**config.mk**
```make
export PLATFORM = sky130hd
export DESIGN_NAME = keypad_scan_ctrl
export DESIGN_NICKNAME = d
export VERILOG_FILES = /design/src/rtl/keypad_scan_ctrl.sv
export SDC_FILE = /design/constraint.sdc
export NUM_CORES = 1
export LEC_CHECK = 0
export ABC_AREA = 1
export ABC_CLOCK_PERIOD_IN_PS = 2150
export CAP_MARGIN = 20
export CORE_UTILIZATION = 33
export DETAILED_ROUTE_END_ITERATION = 12
export GPL_TIMING_DRIVEN = 0
export HOLD_SLACK_MARGIN = 0.06
export REMOVE_ABC_BUFFERS = 1
export SYNTH_ARGS = -nofsm -noshare
export SYNTH_HDL_FRONTEND = slang
export SYNTH_SLANG_ARGS = --single-unit
```
**constraint.sdc**
```tcl
create_clock -name clk -period 2.15 [get_ports clk]
set_input_delay 0.215 -clock clk [delete_from_list [all_inputs] [get_ports clk]]
set_output_delay 0.215 -clock clk [all_outputs]
set_load 0.03 [all_outputs]
```
**src/rtl/keypad_scan_ctrl.sv**
```systemverilog
// 4x4 keypad scanner: one-hot column ring, per-frame hit accumulation, frame-level
// debounce FSM with ghost rejection, and a valid/ack key output with overrun flag.
module keypad_scan_ctrl #(
   parameter int SCAN_DIV = 4,
   parameter int DEBOUNCE = 3
) (
   input  logic       clk,
   input  logic       rst,
   input  logic [3:0] row,
   output logic [3:0] col,
   output logic [3:0] key_code,
   output logic       key_valid,
   input  logic       key_ack,
   output logic       overrun
);

   localparam int DW = (SCAN_DIV > 1) ? $clog2(SCAN_DIV) : 1;
   localparam logic [DW-1:0] DIV_LAST = DW'(SCAN_DIV - 1);
   localparam logic [4:0] DB = 5'(DEBOUNCE);

   typedef enum logic [1:0] {S_IDLE, S_DEBNC, S_PRESSED, S_RELEASE} state_t;

   logic [DW-1:0] div_q, div_d;
   logic [3:0]    col_q, col_d;
   logic [1:0]    acc_hits_q, acc_hits_d;
   logic [3:0]    acc_code_q, acc_code_d;
   state_t        state_q, state_d;
   logic [3:0]    cand_q, cand_d;
   logic [3:0]    dcnt_q, dcnt_d;
   logic [3:0]    key_code_q, key_code_d;
   logic          key_valid_q, key_valid_d;
   logic          overrun_q, overrun_d;

   logic       sample, frame_end;
   logic [1:0] col_idx, row_idx, col_hits, frame_hits;
   logic [2:0] hit_sum;
   logic [3:0] row_lo, frame_code, emit_code;
   logic [4:0] dcnt_inc;
   logic       emit, is_none, is_single;

   assign sample    = (div_q == DIV_LAST);
   assign frame_end = sample && (col_q == 4'b0001);

   always_comb begin
      case (col_q)
         4'b1000: col_idx = 2'd0;
         4'b0100: col_idx = 2'd1;
         4'b0010: col_idx = 2'd2;
         default: col_idx = 2'd3;
      endcase
   end

   always_comb begin
      if (row[0])      row_idx = 2'd0;
      else if (row[1]) row_idx = 2'd1;
      else if (row[2]) row_idx = 2'd2;
      else             row_idx = 2'd3;
   end

   // Clearing the lowest set bit leaves zero only when exactly one row is active.
   assign row_lo     = row & (row - 4'd1);
   assign col_hits   = (row == 4'd0) ? 2'd0 : ((row_lo == 4'd0) ? 2'd1 : 2'd2);
   assign hit_sum    = {1'b0, acc_hits_q} + {1'b0, col_hits};
   assign frame_hits = (hit_sum >= 3'd2) ? 2'd2 : hit_sum[1:0];
   assign frame_code = (acc_hits_q == 2'd0) ? {col_idx, row_idx} : acc_code_q;
   assign is_none    = (frame_hits == 2'd0);
   assign is_single  = (frame_hits == 2'd1);
   assign dcnt_inc   = {1'b0, dcnt_q} + 5'd1;

   always_comb begin
      div_d      = sample ? '0 : div_q + DW'(1);
      col_d      = sample ? {col_q[0], col_q[3:1]} : col_q;
      acc_hits_d = acc_hits_q;
      acc_code_d = acc_code_q;
      if (frame_end) begin
         acc_hits_d = 2'd0;
         acc_code_d = 4'd0;
      end else if (sample) begin
         acc_hits_d = frame_hits;
         acc_code_d = frame_code;
      end
   end

   always_comb begin
      state_d   = state_q;
      cand_d    = cand_q;
      dcnt_d    = dcnt_q;
      emit      = 1'b0;
      emit_code = cand_q;
      if (frame_end) begin
         case (state_q)
            S_IDLE: begin
               if (is_single) begin
                  cand_d    = frame_code;
                  emit_code = frame_code;
                  if (DB == 5'd1) begin
                     emit    = 1'b1;
                     state_d = S_PRESSED;
                     dcnt_d  = 4'd0;
                  end else begin
                     state_d = S_DEBNC;
                     dcnt_d  = 4'd1;
                  end
               end
            end
            S_DEBNC: begin
               if (is_single && frame_code == cand_q) begin
                  if (dcnt_inc == DB) begin
                     emit    = 1'b1;
                     state_d = S_PRESSED;
                     dcnt_d  = 4'd0;
                  end else begin
                     dcnt_d = dcnt_inc[3:0];
                  end
               end else begin
                  state_d = S_IDLE;
                  dcnt_d  = 4'd0;
               end
            end
            S_PRESSED: begin
               if (is_none) begin
                  if (DB == 5'd1) begin
                     state_d = S_IDLE;
                     dcnt_d  = 4'd0;
                  end else begin
                     state_d = S_RELEASE;
                     dcnt_d  = 4'd1;
                  end
               end
            end
            default: begin
               if (!is_none) begin
                  state_d = S_PRESSED;
                  dcnt_d  = 4'd0;
               end else if (dcnt_inc == DB) begin
                  state_d = S_IDLE;
                  dcnt_d  = 4'd0;
               end else begin
                  dcnt_d = dcnt_inc[3:0];
               end
            end
         endcase
      end
   end

   // An ack on the emit edge frees the slot, so the new key may replace the old one.
   always_comb begin
      key_code_d  = key_code_q;
      key_valid_d = key_valid_q;
      overrun_d   = 1'b0;
      if (emit) begin
         if (!key_valid_q || key_ack) begin
            key_code_d  = emit_code;
            key_valid_d = 1'b1;
         end else begin
            overrun_d = 1'b1;
         end
      end else if (key_valid_q && key_ack) begin
         key_valid_d = 1'b0;
      end
   end

   always_ff @(posedge clk) begin
      if (rst) begin
         div_q       <= '0;
         col_q       <= 4'b1000;
         acc_hits_q  <= 2'd0;
         acc_code_q  <= 4'd0;
         state_q     <= S_IDLE;
         cand_q      <= 4'd0;
         dcnt_q      <= 4'd0;
         key_code_q  <= 4'd0;
         key_valid_q <= 1'b0;
         overrun_q   <= 1'b0;
      end else begin
         div_q       <= div_d;
         col_q       <= col_d;
         acc_hits_q  <= acc_hits_d;
         acc_code_q  <= acc_code_d;
         state_q     <= state_d;
         cand_q      <= cand_d;
         dcnt_q      <= dcnt_d;
         key_code_q  <= key_code_d;
         key_valid_q <= key_valid_d;
         overrun_q   <= overrun_d;
      end
   end

   assign col       = col_q;
   assign key_code  = key_code_q;
   assign key_valid = key_valid_q;
   assign overrun   = overrun_q;

endmodule

```
* After elaboration in Yosys (flattened, before gate mapping)
Cells that the tools add are included.
Word-level totals: register bits after elaboration 28, bits of input ports 7, output and inout port bits 10, word-level logic and storage cells 82
Operators by class: add/sub/neg operators 4, magnitude comparators 1, equality and inequality tests 15, mux-type cells 32, bitwise logic cells 2, reductions and logical operators 18
Operator list (count):
- $mux 4 | 9
- $mux 2 | 11
- $pmux 2 s3 | 2
- $pmux 4 s3 | 1
- $mux 1 | 9
- $logic_not 4->1 | 2
- $logic_not 2->1 | 3
- $reduce_or 2->1 | 3
- $add 4x1->5 const B | 1
- $eq 5x2->1 const B | 1
- $ne 5x1->1 const B | 1
- $reduce_and 5->1 | 1
- $and 4x4->4 | 1
- $eq 2x1->1 const B | 2
- $eq 2x2->1 const B | 2
- $eq 4x1->1 const B | 1
- $eq 4x2->1 const B | 1
- $eq 4x3->1 const B | 1
- $eq 4x4->1 | 1
- $eq 4x4->1 const B | 1
- $ne 2x2->1 const B | 2
- $reduce_and 2->1 | 2
- $sub 4x1->4 const B | 1
- $add 2x2->3 | 1
- 10 further kinds | 12

* Depth between registers and ports, before layout
depth after elaboration 15, mapped depth 20, gate-level depth less buffers 20

* Worst setup path after synthesis
Ideal clock, no wire load.
path kind input port to flip-flop, from input row[1], to register state_q[0], setup time 0.115 ns, arrival 2.107 ns, data required time 2.035 ns, setup slack -0.072 ns, stages on the path 19, path buffers 0, cells stage by stage inv_1 > o21ai_0 > nand2_1 > nand2_1 > inv_1 > ha_1 > fa_1 > nor2_1 > nand2_1 > inv_1 > nand2_1 > nor2_2 > nand2_1 > nor2_4 > nand2_4 > nand2_4 > nand2_4 > a21oi_1 > nor2_1
On the way: cells in the longest elaborated chain, start to end 12, elaborated cells on any way between the ends 24, classes of those cells add/sub: 2; order compare: 1; eq/ne: 6; mux: 9; bitwise: 1; reduce/logical: 5
Ends and longest elaborated chain:
- start: declaration | line 9 | input logic [3:0] row,
- $sub 4x1->4 | line 61 | assign row_lo = row & (row - 4'd1);
- $and 4x4->4 | line 61
- $logic_not 4->1 | line 62 | assign col_hits = (row == 4'd0) ? 2'd0 : ((row_lo == 4'd0) ? 2'd1 : 2'd2);
- $mux 2 (2 in a row) | line 62
- $add 2x2->3 | line 63 | assign hit_sum = {1'b0, acc_hits_q} + {1'b0, col_hits};
- $ge 3x2->1 | line 64 | assign frame_hits = (hit_sum >= 3'd2) ? 2'd2 : hit_sum[1:0];
- $mux 2 | line 64
- $eq 2x1->1 | line 67 | assign is_single = (frame_hits == 2'd1);
- $logic_and 1x1->1 | line 107 | if (is_single && frame_code == cand_q) begin
- $ne 3x3->1 (no source line) or $mux 2 (tied branches)
- $reduce_and 5->1 (no source line) or $pmux 2 s3 (tied branches)
- end signal: assignment | line 180 | state_q <= state_d;
- end: declaration | line 27 | state_t state_q, state_d;
Several ways; a longest one is shown, not always the timed one. A chain may end at the register's enable or synchronous reset.

* Worst setup path after layout
from register acc_hits_q[0], to register dcnt_q[0]
On the way: cells in the longest elaborated chain, start to end 7, elaborated cells on any way between the ends 15, classes of those cells add/sub: 1; order compare: 1; eq/ne: 4; mux: 5; reduce/logical: 4
Ends and longest elaborated chain:
- start: declaration | line 25 | logic [1:0] acc_hits_q, acc_hits_d;
- start signal: assignment | line 178 | acc_hits_q <= acc_hits_d;
- $add 2x2->3 | line 63
- $ge 3x2->1 | line 64
- $mux 2 | line 64
- $eq 2x1->1 | line 67
- $logic_and 1x1->1 | line 107
- $mux 4 | line 107
- $pmux 4 s3 | line 91 | case (state_q)
- end signal: assignment | line 182 | dcnt_q <= dcnt_d;
- end: declaration | line 29 | logic [3:0] dcnt_q, dcnt_d;
Several ways; a longest one is shown, not always the timed one.

==> results.toml <==
[setup_path]
rrSetupSlack_ps = 30
cp.buffers_inverters = 4
cpPeakStageDelay_ps = 500
cp_top_family = "adder cells"
setup.worst_path.class = "register to register"
required_ps = 2350
end_kind = "register"
cpMaxStageDelayCell = "fa_1"
path_max_fanout = 4
startpoint_type = "register"
crit_path_frequent_cell = "buf_4"
startpoint = "acc_hits_q[0]$_SDFFE_PP0P_"
cp.arrival_ps = 2320
reg2reg_from = "acc_hits_q[0]$_SDFFE_PP0P_"
crit_chain = "ha_4 -> fa_1 -> nor2_2 -> nand2_2 -> inv_2 -> buf_4 -> nor2_1 -> nor3_4 -> buf_4 -> inv_1 -> nand2_1 -> a21oi_1"

[finish]
nFillCells = 472
multi_input_area_um2 = 988
layout_commonest_cell = "nand2_1"
final_nets = 264
final_area_um2 = 2050
mostFrequentLayoutCells = "nand2_1, inv_1, dfxtp_1"
syn2layout_area_growth_pct = 26.4
seqCellArea_um2 = 564
num_antenna_cells = 0
drive_above_1_share_pct = 22.3

[drt]
via_per_inst = 4.55
postRouteAntennaNets = 0
drt_iter0_markers = 44
routed_wl_mm = 3.26
wire_per_inst_um = 10.4
drt_pre_antenna_iters = 4
vias = 1430
drc_errors = 0

[sta]
period_needed_ps = 2120
hold_violations = 0
setup_violations = 0
slew-limit-headroom_pct = 65.4
slew_viol_final = 0
hold_ws_ps = 362
fin_setup_tns_ps = 0
fmax_mhz = 472
clock_skew_ps = 4.77
worst_slack_ps = 29.1
worst_slew_pin_slew_ps = 518
finalCritPeriodShare_pct = 98.6
rsz0062_at_grt = "yes"

[global_routing]
grt_max_degree = 21
overflow = 0
grt_pass1_wl_mm = 5.79
grt_pass1_vias = 1353
grt_util_all_layers_pct = 13.9
antenna_found_initial = 0

[power]
p_total_w = 0.00115
vdd_drop_max_uv = 385
p_leak_nw = 0.839
pwr_density_cell_nw_per_um2 = 562

[clock_network]
clkLatencyLatePin_ps = 280
cts_tree = "built"
clkSinkCount = 28
cts_root_buf = "clkbuf_8"
cts.clk_slew.worst_paths_ps = 100
h-tree-depth = 1
numCtsBuffers = 3
cts.path.max_buffers = 2

[logic_synthesis]
syn_inst = 225
synthDistinctLibCells = 33
synth-seq-cells = 28
synth_area_per_cell_um2 = 7.20
ys_seq_area_share_pct = 34.6
yosysWarnings = 0
synth_area_um2 = 1620

[status]
status = "completed"

[place]
place_hpwl_mm = 2.32
place.gp.congestion = 0.802
port_buffers = 16
post_dp_cell_area_um2 = 1850
pre_cts_ws_ps = -786

[floorplan]
die_h_um = 72.1
rows = 25
coreArea_um2 = 4720
io_pins = 17
dieWidth_um = 72.1
initial_utilization_pct = 34.3
die-area_um2 = 5190

[min_path]
holdCritStartpoint = "row[1]"
min_path_type = "primary input to register"

[run]
cap_viol_max_count = 0
==> worst reg2reg max path, delay by kind of cell (launching register included) <==
kind	cells	cell delay, ps
and+or+nand+nor	5	430
DFF	1	370
AOI/OAI and AO/OA	1	140
adders and majority gates	2	660
buffers and inverters	4	450
==> final cells by class <==
cell class,count,share of cell area [%]
Inverter,35,6.66
Sequential cell,28,27.6
Multi-Input combinational cell,159,48.3
Timing Repair Buffer,21,9.96
Clock inverter,1,1.47
Tap cell,67,4.09
Clock buffer,3,2.02
==> per-stage QoR <==
stage	cells	utilization, %
after floorplan	222	-
after global placement	305	39.2
after detailed placement	305	39.2
after CTS	313	42.3
after global routing	314	43.4
final	314	43.4
==> flip-flops by register name, summed over array words and instances (netlist names) <==
| register | flops |
|---|---|
| acc_code_q | 4 |
| cand_q | 4 |
| col | 4 |
| dcnt_q | 4 |
| key_code | 4 |
| acc_hits_q | 2 |
| div_q | 2 |
| state_q | 2 |
| key_valid | 1 |
| overrun | 1 |
==> per-layer routing <==
layer | track usage [%] | up-vias | share of wire [%]
li1 | - | 768 | -
met1 | 18.2 | 638 | 50
met2 | 22.5 | 17 | 46
met3 | 2.22 | 7 | 2.5
met4 | 6.32 | 0 | 2.3
met5 | 0 | - | 0
==> timing repair <==
item | 4_1_cts | 5_1_grt
endpoints found under the setup margin | 16 | 15
pin swaps | 13 | 12
buffers inserted | 4 | 1
cloned | 0 | 0
resized for setup | 33 | 19
hold buffers | 0 | 0
==> logic make-up (layout without fill, tap and decap cells) <==
kind of cell | Yosys count | count (layout) | share of synthesized area, %
DFF | 28 | 28 | 34.6
xor gates and xnor gates | 2 | 2 | 1.08
AOI/OAI and AO/OA | 39 | 39 | 13.4
and+or+nand+nor | 109 | 109 | 34.4
adders and majority gates | 9 | 9 | 7.41
buffers and inverters | 38 | 60 | 9.11
==> Yosys cell counts, drive strengths merged <==
cell type,count,share of area [%]
nand2,56,15
inv,32,7.4
dfxtp,28,35
nor2,23,6.4
a21oi,21,7.6
nand3,17,6.6
o21ai,16,4.9
ha,8,6.2
nand4,5,1.9
clkbuf,3,0.69
clkinv,3,1.0
nor3,3,1.9
nand3b,2,1.7
or2,2,0.77
a211oi,1,0.46
a31oi,1,0.39
fa,1,1.2
nor3b,1,0.46
xnor2,1,0.54
xor2,1,0.54
==> final timing paths <==
kind,endpoint,depth (start not counted)
worst max-delay path,dcnt_q[0]$_SDFFE_PP0P_,12
worst max register to register,dcnt_q[0]$_SDFFE_PP0P_,12
worst min-delay path,acc_code_q[1]$_SDFFE_PP0P_,6
worst min register to register,key_code[2]$_SDFFE_PP0P_,2
==> power by group <==
| part | leakage, nW | switching [W] | total [W] | internal [W] |
|---|---|---|---|---|
| registers | 0.227 | 0.0000154 | 0.000550 | 0.000534 |
| clock network | 0.0357 | 0.000167 | 0.000417 | 0.000249 |
| logic | 0.576 | 0.000113 | 0.000186 | 0.0000730 |
| total | 0.839 | 0.000295 | 0.00115 | 0.000857 |
No activity file was read; power rests on OpenSTA's default activity.
==> RTL change 1: new RTL, same flow settings <==
The parameter `SCAN_DIV` goes from 4 to 8.
--- a/src/rtl/keypad_scan_ctrl.sv
+++ b/src/rtl/keypad_scan_ctrl.sv
@@ -3,3 +3,3 @@
 module keypad_scan_ctrl #(
-   parameter int SCAN_DIV = 4,
+   parameter int SCAN_DIV = 8,
    parameter int DEBOUNCE = 3
Function: changed (a bounded check fails within 10 cycles, from zero or initial values and one cycle with rst high).
==> RTL change 1 against the unedited design <==
Wire length increased by 4.1%. Combinational power down 48%. Area after synthesis increased by 3.9%. Critical path depth is 4 higher. First-iteration DRC count grew 30%. Via count grew 4.1%. Synthesized cell count increased by 5.3%. Final area grew 4.6%. Worst hold slack improved by 0.063 ns. Clock power grew 4%. Sequential cell count grew 1. Worst setup slack got worse by 0.023 ns. Power shrank 6.6%. Critical path type unchanged.
==> RTL change 1: results (changes against the unedited design) <==
Routed len/inst: 10.3 microns (was 10.4 microns)
Nets: 279 (was 264)
DP Cell Count: 316 (was 305)
FF-to-FF End: state_q[1]$_SDFFE_PP0P_ (was dcnt_q[0]$_SDFFE_PP0P_)
DP Wirelength: 2480 microns (was 2320 microns)
Synth Area in Adders: 0.0788 (was 0.0741)
Largest net degree at the start of global routing: 19 (was 21)
Reg area: 584 sq um (was 564 sq um)
CTS buffer count: 5 (was 3)
Total GRT Usage: 0.139 (about the same)
DP Area: 1910 sq um (was 1850 sq um)
Register fraction of the total cell area: 0.273 (was 0.276)
Peak supply drop: 0.434 mV (was 0.385 mV)
Most instantiated cells after synthesis: nand2_1, inv_1, dfxtp_1 (unchanged)
Flops & latches, synth: 29 (was 28)
Post-synthesis sequential area ratio: 0.345 (was 0.346)
Synth cell types: 34 (was 33)
Number of global-route vias before repair: 1303 (was 1353)
Final worst slack: 0.00655 ns (was 0.0291 ns)
First-pass GRT wire length: 5780 microns (was 5790 microns)
Synth Area in XOR/XNOR: 0.0104 (was 0.0108)
Worst Hold Margin: 0.425 ns (was 0.362 ns)
Largest cells by area after synthesis: dfxtp_1, nand2_1, inv_1 (unchanged)
FF+latch count: 29 (was 28)
Crit path max fanout: 5 (was 4)
Status: finished clean (unchanged)
Total length of routed met3 wires: 131 microns (was 82 microns)
Hold Path End: div_q[0]$_SDFF_PP0_ (was acc_code_q[1]$_SDFFE_PP0P_)
Number of multi-input logic gates: 168 (was 159)
Critical hold path startpoint: div_q[0]$_SDFF_PP0_ (was row[1])
Pint: 0.807 mW (was 0.857 mW)
Met1 global-route usage: 0.186 (was 0.182)
CTS clk-pin slew, worst paths: 0.07 ns (was 0.10 ns)
Inverters: 36 (was 35)
H-tree Lvls: 2 (was 1)
Met2 Use GR: 0.218 (was 0.225)
Gp weighted congestion: 0.775 (was 0.802)
Syn_area_per_cell: 7.10 sq um (was 7.20 sq um)
Hold WC Path Type: flip-flop to flip-flop (was input pin to flip-flop)
Met1 WL: 1640 microns (was 1620 microns)
Hold path depth: 1 (was 6)
Non-clock buffering overhead: 0.0987 (was 0.0996)
Post_cts resized: 41 (was 33)
Max Clock Skew: 0.00714 ns (was 0.00477 ns)
Clock-cell share: 0.0386 (was 0.0348)
P_leak: 0.883 nW (was 0.839 nW)
RTL change 1: cell types whose count changed in the layout (fill, tap and decap cells not counted), moves of 3 or more:
cell | before | now
nand2_1 | 48 | 45
inv_4 | 0 | 3
nor2_1 | 14 | 20
nand2_2 | 5 | 13
a21oi_2 | 5 | 2
o21ai_2 | 4 | 1
RTL change 1: worst max-delay path, delay by kind of cell (launching register included):
| kind | cells | cell delay (ns) |
|---|---|---|
| and+or+nand+nor | 13 | 1.02 |
| buffers and inverters | 1 | 0.08 |
| DFF | 1 | 0.35 |
| adders and majority gates | 2 | 0.60 |
RTL change 1: power groups by stage:
stage	Combinational (mW)	Clock [mW]	Sequential, mW
4_1_cts	0.0877	0.450	0.545
3_3_place_gp	0.0710	0	0.558
2_1_floorplan	0.0438	0	0.559
6_report	0.0967	0.433	0.546
3_5_place_dp	0.0718	0	0.559
5_1_grt	0.109	0.461	0.546
==> RTL change 2: new RTL, same settings <==
Without the edit above. Make the reset (`rst`) asynchronous in one clocked block.
--- a/src/rtl/keypad_scan_ctrl.sv
+++ b/src/rtl/keypad_scan_ctrl.sv
@@ -162,3 +162,3 @@
 
-   always_ff @(posedge clk) begin
+   always_ff @(posedge clk or posedge rst) begin
       if (rst) begin
Behaviour: differs if rst is asserted again (counterexample within 10 cycles, from zero or initial values and one cycle with rst high); with rst held inactive, the same outputs for 10 cycles.
==> RTL change 2 against the unedited design <==
The run now ends with negative setup slack left. Global-route usage fell by 0.63 points. Die area rose by 2.0%. Worst setup slack got worse by 0.031 ns. Worst hold slack got worse by 0.13 ns. First-iteration DRC count decreased by 6.8%. Final area increased by 4.2%. Wire length down 4.1%. Sequential cell count unchanged. Area after synthesis rose by 2.1%. Critical endpoint is now key_code[3]$_DFFE_PP0P_.
Power is not compared: it rests on default switching activity, and its combinational part moved more than twofold at a synthesized area within 25%.
==> RTL change 2: results (changes against the unedited design) <==
Final setup vio count: 1 (was 0)
Slew @ Worst Pin: 0.491 ns (was 0.518 ns)
Synth Area in XOR/XNOR: 0.0106 (was 0.0108)
Met2 Use GR: 0.201 (was 0.225)
Hold WC Path Type: input pin to asynchronous set/reset pin (was input pin to flip-flop)
Initial DRC count: 41 (was 44)
Crit path max fanout: 8 (was 4)
Final worst slack: -0.00143 ns (was 0.0291 ns)
Met1 WL: 1560 microns (was 1620 microns)
Total GRT Usage: 0.133 (was 0.139)
DP Area: 1910 sq um (was 1850 sq um)
Synth Area in Compound Gates: 0.107 (was 0.134)
Place WS: -0.943 ns (was -0.786 ns)
Number of global-route vias before repair: 1184 (was 1353)
Met1 global-route usage: 0.190 (was 0.182)
Setup TNS Final: -0.00143 ns (was 0 ns)
Worst path max stage delay: 0.45 ns (was 0.50 ns)
Failing checks: negative setup slack
Status: finished, violations left (was finished clean)
Synth Area in Adders: 0.0726 (was 0.0741)
Most instantiated cells after synthesis: nand2_1, inv_1, dfrtp_1 (was nand2_1, inv_1, dfxtp_1)
DP Wirelength: 2280 microns (was 2320 microns)
Largest cells by area after synthesis: dfrtp_1, nand2_1, inv_1 (was dfxtp_1, nand2_1, inv_1)
Total length of routed met3 wires: 84 microns (was 82 microns)
Async S/R FF share, synth: 1.00 (was 0)
Fin cells: 297 (was 314)
Post-synthesis sequential area ratio: 0.424 (was 0.346)
Met3 Use GR: 0.0166 (was 0.0222)
First-pass GRT wire length: 5360 microns (was 5790 microns)
Nets: 247 (was 264)
DP Cell Count: 284 (was 305)
Routed len/inst: 10.5 microns (was 10.4 microns)
Largest net degree at the start of global routing: 20 (was 21)
Gp weighted congestion: 0.804 (was 0.802)
Synth Flop Type: dfrtp_1 (was dfxtp_1)
DR vias/cell: 4.41 (was 4.55)
-- RTL change 2: cell types whose count changed after synthesis, moves of 4 or more --
cell,change
o21ai_1,+6
nor2_1,-8
o21a_1,+4
dfxtp_1,-28
nand2_2,+10
nand4_1,-4
a21oi_1,-13
nand3_1,-5
dfrtp_1,+27
o21ai_0,-7
-- RTL change 2: final cells by class --
type                            count  area (sq um)
Tap cell                           67          83.8
Clock inverter                      1          30.0
Timing Repair Buffer               26           264
Fill cell                         479          2650
Clock buffer                        3          41.3
Inverter                           32           128
Multi-Input combinational cell    140           886
Sequential cell                    28           702
-- RTL change 2: what timing repair did --
| item | 4_1_cts | 5_1_grt |
|---|---|---|
| pin swaps | 15 | 10 |
| setup endpoints to repair | 17 | 16 |
| gates resized for setup | 28 | 14 |
| buffers inserted | 9 | 0 |
-- RTL change 2: report_power, final --
group	leakage [nW]	switching [mW]	internal, mW
logic	0.607	0.227	0.153
registers	0.362	0.0288	0.563
clock network	0.0357	0.180	0.250
total	1.01	0.436	0.966
